File: config.mk
export PLATFORM = sky130hd
export DESIGN_NAME = multicycle_control_unit
export DESIGN_NICKNAME = d
export VERILOG_FILES = /design/src/rtl/ctrl_pkg.sv /design/src/rtl/ctrl_mem_timer.sv /design/src/rtl/multicycle_control_unit.sv
export SDC_FILE = /design/constraint.sdc
export NUM_CORES = 1
export LEC_CHECK = 0
export CORE_ASPECT_RATIO = 1.4
export CORE_MARGIN = 4
export CORE_UTILIZATION = 50
export CTS_CLUSTER_DIAMETER = 200
export DETAILED_ROUTE_END_ITERATION = 10
export GPL_ROUTABILITY_DRIVEN = 0
export PLACE_DENSITY = 0.82
export SETUP_SLACK_MARGIN = 0.2
export SYNTH_ARGS = -nofsm -noshare
export SYNTH_HDL_FRONTEND = slang
export SYNTH_SLANG_ARGS = --single-unit
File: constraint.sdc
create_clock -name clk -period 4.8 [get_ports clk]
set_clock_uncertainty 0.05 [all_clocks]
set_input_delay 0.48 -clock clk [delete_from_list [all_inputs] [get_ports clk]]
set_output_delay 0.48 -clock clk [all_outputs]
set_load 0.01 [all_outputs]
File: src/rtl/ctrl_pkg.sv
// Shared encodings for the multi-cycle control unit: opcodes, FSM states and datapath select codes.
package ctrl_pkg;

    localparam logic [5:0] OP_RTYPE = 6'b000000;
    localparam logic [5:0] OP_LW    = 6'b100011;
    localparam logic [5:0] OP_SW    = 6'b101011;
    localparam logic [5:0] OP_SLTI  = 6'b001010;
    localparam logic [5:0] OP_ADDI  = 6'b001000;
    localparam logic [5:0] OP_BEQ   = 6'b000100;
    localparam logic [5:0] OP_BNE   = 6'b000101;
    localparam logic [5:0] OP_J     = 6'b000010;

    typedef enum logic [3:0] {
        S_IDLE     = 4'd0,
        S_FETCH    = 4'd1,
        S_DECODE   = 4'd2,
        S_MEM_ADDR = 4'd3,
        S_MEM_RD   = 4'd4,
        S_MEM_WB   = 4'd5,
        S_MEM_WR   = 4'd6,
        S_EXEC_R   = 4'd7,
        S_ALU_WB_R = 4'd8,
        S_EXEC_I   = 4'd9,
        S_ALU_WB_I = 4'd10,
        S_BRANCH   = 4'd11,
        S_JUMP     = 4'd12,
        S_FAULT    = 4'd13
    } state_e;

    typedef enum logic [2:0] {
        ALU_ADD   = 3'b000,
        ALU_SUB   = 3'b001,
        ALU_FUNCT = 3'b010,
        ALU_SLT   = 3'b111
    } alu_op_e;

    typedef enum logic [1:0] {
        SRCB_RT      = 2'b00,
        SRCB_FOUR    = 2'b01,
        SRCB_IMM     = 2'b10,
        SRCB_IMM_SH2 = 2'b11
    } alu_src_b_e;

    typedef enum logic [1:0] {
        PCSRC_ALU    = 2'b00,
        PCSRC_ALUOUT = 2'b01,
        PCSRC_JUMP   = 2'b10
    } pc_src_e;

    // Where a completing instruction goes next: keep running or park in IDLE.
    function automatic state_e return_state(input logic run);
        return run ? S_FETCH : S_IDLE;
    endfunction

endpackage

File: src/rtl/ctrl_mem_timer.sv
// Counts consecutive memory-wait cycles; expired_o is high on the wait cycle that reaches TIMEOUT.
// TIMEOUT = 0 disables expiry entirely.
module ctrl_mem_timer #(
    parameter int TIMEOUT = 16
) (
    input  logic clk,
    input  logic rst,
    input  logic clear_i,
    input  logic en_i,
    output logic expired_o
);

    localparam int CW = (TIMEOUT > 1) ? $clog2(TIMEOUT + 1) : 1;

    logic [CW-1:0] cnt_q, cnt_d;

    always_comb begin
        cnt_d = cnt_q;
        if (clear_i) begin
            cnt_d = '0;
        end else if (en_i && (TIMEOUT != 0)) begin
            cnt_d = cnt_q + CW'(1);
        end
    end

    always_ff @(posedge clk or posedge rst) begin
        if (rst) begin
            cnt_q <= '0;
        end else begin
            cnt_q <= cnt_d;
        end
    end

    assign expired_o = (TIMEOUT != 0) && en_i && !clear_i &&
                       ((32'(cnt_q) + 32'd1) == 32'(TIMEOUT));

endmodule

File: src/rtl/multicycle_control_unit.sv
// Moore FSM sequencing FETCH/DECODE/EXEC/MEM/WB for the shared multi-cycle datapath; waits on mem_ready
// and traps illegal opcodes / memory timeouts into FAULT. CTRL_PERF_EN adds retired/cycle counters.
module multicycle_control_unit
    import ctrl_pkg::*;
#(
    parameter int OPCODE_W    = 6,
    parameter int ALUOP_W     = 3,
    parameter int MEM_TIMEOUT = 16
) (
    input  logic                clk,
    input  logic                rst,
    input  logic                en,
    input  logic [OPCODE_W-1:0] opcode,
    input  logic                mem_ready,
    output logic                pc_write,
    output logic                pc_write_cond,
    output logic                branch_ne,
    output logic [1:0]          pc_src,
    output logic                ir_write,
    output logic                i_or_d,
    output logic                mem_read,
    output logic                mem_write,
    output logic                reg_write,
    output logic                reg_dst,
    output logic                mem_to_reg,
    output logic                alu_src_a,
    output logic [1:0]          alu_src_b,
    output logic [ALUOP_W-1:0]  alu_op,
    output logic                illegal,
    output logic                timeout,
    output logic [3:0]          state
`ifdef CTRL_PERF_EN
    ,
    output logic [31:0]         retired_cnt,
    output logic [31:0]         cycle_cnt
`endif
);

    state_e state_q;
    logic   illegal_q, timeout_q;
    logic   is_sw_q, is_slti_q, is_bne_q;
    logic   in_wait, tmr_expired;

    assign in_wait = (state_q == S_FETCH) || (state_q == S_MEM_RD) || (state_q == S_MEM_WR);

    ctrl_mem_timer #(
        .TIMEOUT (MEM_TIMEOUT)
    ) u_timer (
        .clk       (clk),
        .rst       (rst),
        .clear_i   (!in_wait || mem_ready),
        .en_i      (in_wait && !mem_ready),
        .expired_o (tmr_expired)
    );

    // Opcode-derived flags are latched in DECODE so later outputs depend only on registers.
    always_ff @(posedge clk or posedge rst) begin
        if (rst) begin
            state_q   <= S_IDLE;
            illegal_q <= 1'b0;
            timeout_q <= 1'b0;
            is_sw_q   <= 1'b0;
            is_slti_q <= 1'b0;
            is_bne_q  <= 1'b0;
        end else begin
            case (state_q)
                S_IDLE: if (en) state_q <= S_FETCH;
                S_FETCH: begin
                    if (tmr_expired) begin
                        state_q   <= S_FAULT;
                        timeout_q <= 1'b1;
                    end else if (mem_ready) begin
                        state_q <= S_DECODE;
                    end
                end
                S_DECODE: begin
                    is_sw_q   <= (opcode == OPCODE_W'(OP_SW));
                    is_slti_q <= (opcode == OPCODE_W'(OP_SLTI));
                    is_bne_q  <= (opcode == OPCODE_W'(OP_BNE));
                    case (opcode)
                        OPCODE_W'(OP_RTYPE):                    state_q <= S_EXEC_R;
                        OPCODE_W'(OP_LW),   OPCODE_W'(OP_SW):   state_q <= S_MEM_ADDR;
                        OPCODE_W'(OP_SLTI), OPCODE_W'(OP_ADDI): state_q <= S_EXEC_I;
                        OPCODE_W'(OP_BEQ),  OPCODE_W'(OP_BNE):  state_q <= S_BRANCH;
                        OPCODE_W'(OP_J):                        state_q <= S_JUMP;
                        default: begin
                            state_q   <= S_FAULT;
                            illegal_q <= 1'b1;
                        end
                    endcase
                end
                S_MEM_ADDR: state_q <= is_sw_q ? S_MEM_WR : S_MEM_RD;
                S_MEM_RD, S_MEM_WR: begin
                    if (tmr_expired) begin
                        state_q   <= S_FAULT;
                        timeout_q <= 1'b1;
                    end else if (mem_ready) begin
                        state_q <= (state_q == S_MEM_RD) ? S_MEM_WB : return_state(en);
                    end
                end
                S_EXEC_R: state_q <= S_ALU_WB_R;
                S_EXEC_I: state_q <= S_ALU_WB_I;
                S_MEM_WB, S_ALU_WB_R, S_ALU_WB_I, S_BRANCH, S_JUMP: state_q <= return_state(en);
                default: state_q <= S_FAULT;
            endcase
        end
    end

    always_comb begin
        pc_write      = 1'b0;
        pc_write_cond = 1'b0;
        branch_ne     = 1'b0;
        pc_src        = PCSRC_ALU;
        ir_write      = 1'b0;
        i_or_d        = 1'b0;
        mem_read      = 1'b0;
        mem_write     = 1'b0;
        reg_write     = 1'b0;
        reg_dst       = 1'b0;
        mem_to_reg    = 1'b0;
        alu_src_a     = 1'b0;
        alu_src_b     = SRCB_RT;
        alu_op        = ALUOP_W'(ALU_ADD);
        case (state_q)
            S_FETCH: begin
                mem_read  = 1'b1;
                alu_src_b = SRCB_FOUR;
                ir_write  = mem_ready;
                pc_write  = mem_ready;
            end
            S_DECODE:   alu_src_b = SRCB_IMM_SH2;
            S_MEM_ADDR: begin
                alu_src_a = 1'b1;
                alu_src_b = SRCB_IMM;
            end
            S_MEM_RD: begin
                mem_read = 1'b1;
                i_or_d   = 1'b1;
            end
            S_MEM_WB: begin
                reg_write  = 1'b1;
                mem_to_reg = 1'b1;
            end
            S_MEM_WR: begin
                mem_write = 1'b1;
                i_or_d    = 1'b1;
            end
            S_EXEC_R: begin
                alu_src_a = 1'b1;
                alu_op    = ALUOP_W'(ALU_FUNCT);
            end
            S_ALU_WB_R: begin
                reg_write = 1'b1;
                reg_dst   = 1'b1;
            end
            S_EXEC_I: begin
                alu_src_a = 1'b1;
                alu_src_b = SRCB_IMM;
                alu_op    = is_slti_q ? ALUOP_W'(ALU_SLT) : ALUOP_W'(ALU_ADD);
            end
            S_ALU_WB_I: reg_write = 1'b1;
            S_BRANCH: begin
                alu_src_a     = 1'b1;
                alu_op        = ALUOP_W'(ALU_SUB);
                pc_write_cond = 1'b1;
                pc_src        = PCSRC_ALUOUT;
                branch_ne     = is_bne_q;
            end
            S_JUMP: begin
                pc_write = 1'b1;
                pc_src   = PCSRC_JUMP;
            end
            default: ;
        endcase
    end

    assign illegal = illegal_q;
    assign timeout = timeout_q;
    assign state   = state_q;

`ifdef CTRL_PERF_EN
    logic        retire;
    logic [31:0] retired_q, cycle_q;

    always_comb begin
        retire = 1'b0;
        case (state_q)
            S_MEM_WB, S_ALU_WB_R, S_ALU_WB_I, S_BRANCH, S_JUMP: retire = 1'b1;
            S_MEM_WR: retire = mem_ready && !tmr_expired;
            default:  ;
        endcase
    end

    always_ff @(posedge clk or posedge rst) begin
        if (rst) begin
            retired_q <= 32'd0;
            cycle_q   <= 32'd0;
        end else begin
            if (retire) retired_q <= retired_q + 32'd1;
            if (state_q != S_IDLE && state_q != S_FAULT) cycle_q <= cycle_q + 32'd1;
        end
    end

    assign retired_cnt = retired_q;
    assign cycle_cnt   = cycle_q;
`endif

endmodule

==> results_tabular.tex <==
\begin{tabular}{lr}
\hline
Metric & Value \\
\hline
\multicolumn{2}{l}{\textbf{Status}} \\
Result of the run & finished, final reports clean \\
\multicolumn{2}{l}{\textbf{Worst setup path}} \\
Worst Setup Path Type & flop to output port \\
Worst endpoint required time & $\sim$4300 ps \\
Sort of element at the start of the critical path & flop \\
Worst-path fanout max & 25 \\
CP Capture Type & output port \\
Data arrival time of the worst path & $\sim$2300 ps \\
\multicolumn{2}{l}{\textbf{Finish}} \\
Antenna cells & 0 \\
Commonest non-fill, non-tap cells in the layout & sky130\_fd\_sc\_hd\_\_clkdlybuf4s50\_1, sky130\_fd\_sc\_hd\_\_nor2\_1, sky130\_fd\_sc\_hd\_\_dfrtp\_1 \\
Net count, final & $\sim$190 \\
Most common cell after layout, fill and taps aside & sky130\_fd\_sc\_hd\_\_clkdlybuf4s50\_1 \\
Area of all placed cells without fillers & between 1000 and 1500 um\^{}2 \\
Share of layout cells above drive strength 1 & under 10\% \\
Layout Cells excl Fill & about 200 \\
Post-synthesis to final-layout area growth & 30.10\% \\
\multicolumn{2}{l}{\textbf{Global route}} \\
Number of global-route vias before repair & between 1000 and 1500 \\
Aggregate global routing overflow & 0 \\
Maximum number of pins on one net before global-route repair & 26 \\
Met3 track utilization from global routing & under 10\% \\
Global routing usage on met2 & 36.27\% \\
Overall track demand over capacity in global routing & around a fifth \\
Most Used Layer, Global Route & met2 \\
Wire length of the first global-routing pass & 4.974 mm \\
Met1 track demand over resource in global routing & $\sim$22\% \\
Initial antenna violation count & 0 \\
\multicolumn{2}{l}{\textbf{Logic synthesis}} \\
Share of synthesized flip-flops with an asynchronous set or reset & between 90\% and 100\% \\
Number of enable-type register cells in the synthesized netlist & 0 \\
Yosys warning count & 0 \\
Netlist area before placement & between 1000 and 1500 um\^{}2 \\
Top flip-flop cell by instance count after synthesis & sky130\_fd\_sc\_hd\_\_dfrtp\_1 \\
Post-synthesis average cell area & between 7 and 8 um\^{}2 \\
Unique masters post-synth & 47 \\
Number of cells produced by synthesis & roughly 150 \\
Register bit count reported by yosys & 14 \\
Proportion of synthesized chip area in sequential cells & about 30\% \\
Total nets after synthesis & $\sim$160 \\
\multicolumn{2}{l}{\textbf{STA}} \\
Slew Limit Headroom & between 50 and 60\% \\
Period minus WS final & about 2800 ps \\
Maximum achievable frequency & $\sim$0.36 GHz \\
Final setup violation count & 0 \\
Max-slew violations & 0 \\
Worst Tran Pin Value & between 600 and 700 ps \\
Ratio of final minimum period to clock period & approximately 59\% \\
Sum Neg Setup Slack & 0 ps \\
RSZ-0062 raised after global routing & false \\
Number of hold-slack violations in the final timing report & 0 \\
\multicolumn{2}{l}{\textbf{Drt}} \\
Number of vias per cell & $\sim$6.0 \\
DR WL/cell & between 15 and 20 um \\
1st-pass router iterations & 4 \\
Post-detailed-route count of antenna-violating nets & 0 \\
Routed WL & 2.974 mm \\
Drt drc & 0 \\
Total number of vias & 1170 \\
Starting DRC count in detailed routing & between 50 and 60 \\
\multicolumn{2}{l}{\textbf{Clocking}} \\
Clock tree from TritonCTS & yes \\
Cts-stage hold buffer count & 0 \\
Post-CTS setup repair buffer count & 0 \\
Sinks on the clock net & 14 \\
Clock Tree Buf Depth & 2 \\
CTS H-tree lvls & 1 \\
Root Buffer Master & sky130\_fd\_sc\_hd\_\_clkbuf\_4 \\
Number of buffers added by the clock tree synthesis step & 3 \\
Post\_cts resized & 0 \\
CTS clock-pin slew for the worst setup and hold paths & around 70 ps \\
Insertion delay of the later-clocked pin in the worst-skew pair & approximately 270 ps \\
\multicolumn{2}{l}{\textbf{Run}} \\
Max-capacitance violation count & 0 \\
\multicolumn{2}{l}{\textbf{Pwr}} \\
Static leakage & 0.5973 nW \\
Peak ir drop on the vdd network & between 0.0002 and 0.00025 V \\
PD cells & 468.1 nW/um\^{}2 \\
\multicolumn{2}{l}{\textbf{Placement}} \\
Count of input and output buffers & 33 \\
Cell Count Post-Placement & approximately 190 \\
Placement Cell Area & 1470 um\^{}2 \\
Detailed-placement wirelength estimate & 2.287 mm \\
\multicolumn{2}{l}{\textbf{Floorplan}} \\
Full die area & 3136 um\^{}2 \\
Core Footprint & around 2200 um\^{}2 \\
Horiz. Die Dim & approximately 48 um \\
Initial core utilization & roughly 53\% \\
Vert. Die Dim & 64.68 um \\
Placement row count & 20 \\
Number of top-level pins & 34 \\
\multicolumn{2}{l}{\textbf{Worst hold path}} \\
Type of the worst min-delay path & flop to flop \\
\hline
\end{tabular}
Yosys cell counts, types with 4 or more instances:
cell type                  number  area, um^2
sky130_fd_sc_hd__nor2_1        18       67.56
sky130_fd_sc_hd__dfrtp_1       14       350.3
sky130_fd_sc_hd__nand2_1       11       41.29
sky130_fd_sc_hd__o21ai_0        9       45.04
sky130_fd_sc_hd__a21oi_1        7       35.03
sky130_fd_sc_hd__nand2b_1       7       43.79
sky130_fd_sc_hd__and2_1         6       37.54
sky130_fd_sc_hd__nand3_1        6       30.03
sky130_fd_sc_hd__clkbuf_1       5       18.77
sky130_fd_sc_hd__or2_2          5       31.28
sky130_fd_sc_hd__inv_1          4       15.01
per-stage QoR:
stage	total power (W)	setup WS [ps]	utilization, %	hold slack (ps)
4_1_cts	0.0007003	1999	68.56	431.8
5_1_grt	0.0007519	1829	68.56	450.5
6_report	0.0006988	1991	68.56	434.6
3_5_place_dp	0.0006384	2292	67.53	402.4
3_3_place_gp	0.0006291	2355	67.53	398.7
2_1_floorplan	0.0004681	2825	-	319.2
routing by layer:
| layer | wire length, um | share of wire [%] | vias to the layer above |
|---|---|---|---|
| li1 | - | - | 581 |
| met1 | 1226 | 41 | 546 |
| met2 | 1605 | 54 | 39 |
| met3 | 111 | 3.7 | 4 |
| met4 | 30 | 1.0 | 0 |
| met5 | 0 | 0 | - |
final cells by class:
| type | instances | area, um^2 |
|---|---|---|
| Multi-Input combinational cell | 119 | 747.0 |
| Fill cell | 172 | 684.4 |
| Sequential cell | 14 | 350.3 |
| Timing Repair Buffer | 33 | 330.3 |
| Tap cell | 22 | 27.53 |
| Clock buffer | 3 | 22.52 |
| Inverter | 4 | 15.01 |
flip-flops by register name, indices dropped and copies added (netlist names):
register	cells
is_slti_q	1
is_bne_q	1
illegal	1
is_sw_q	1
state	4
u_timer.cnt_q	5
timeout	1
worst max-delay path, stage by stage, from the launching register on:
cell and delay (ps):
sky130_fd_sc_hd__dfrtp_1 760, sky130_fd_sc_hd__nand2_1 210, sky130_fd_sc_hd__or2_2 330, sky130_fd_sc_hd__a21oi_1 150, sky130_fd_sc_hd__clkdlybuf4s50_1 560
path summary, 6_finish.rpt:
| check | slack (ps) | from | end | cells after the start |
|---|---|---|---|---|
| hold / removal | 430 | is_bne_q | is_bne_q | 2 |
| setup / recovery | 1990 | state[3] | alu_src_b[1] | 4 |
| setup reg to reg | 2570 | state[1] | state[1] | 5 |
| hold reg to reg | 430 | is_bne_q | is_bne_q | 2 |
| min in group asynchronous | 510 | rst | is_bne_q | 2 |
| max in group asynchronous | 3850 | rst | state[1] | 2 |
logic make-up after synthesis:
group           count (synthesis)  share of synthesized area (%)
compound gates                 42                          26.61
buf+inv                        12                          4.361
mux                             2                          1.745
flops                          14                          30.53
xor+xnor                        3                          2.290
simple gates                   70                          32.28
fa+ha+maj                       2                          2.181
power by group:
| group | total (W) | internal, W | switching (W) |
|---|---|---|---|
| combinational | 0.000401 | 0.000221 | 0.000180 |
| clock | 0.0000610 | 0.0000290 | 0.0000319 |
| sequential | 0.000236 | 0.000149 | 0.0000876 |
(Power assumes the default switching activity.)
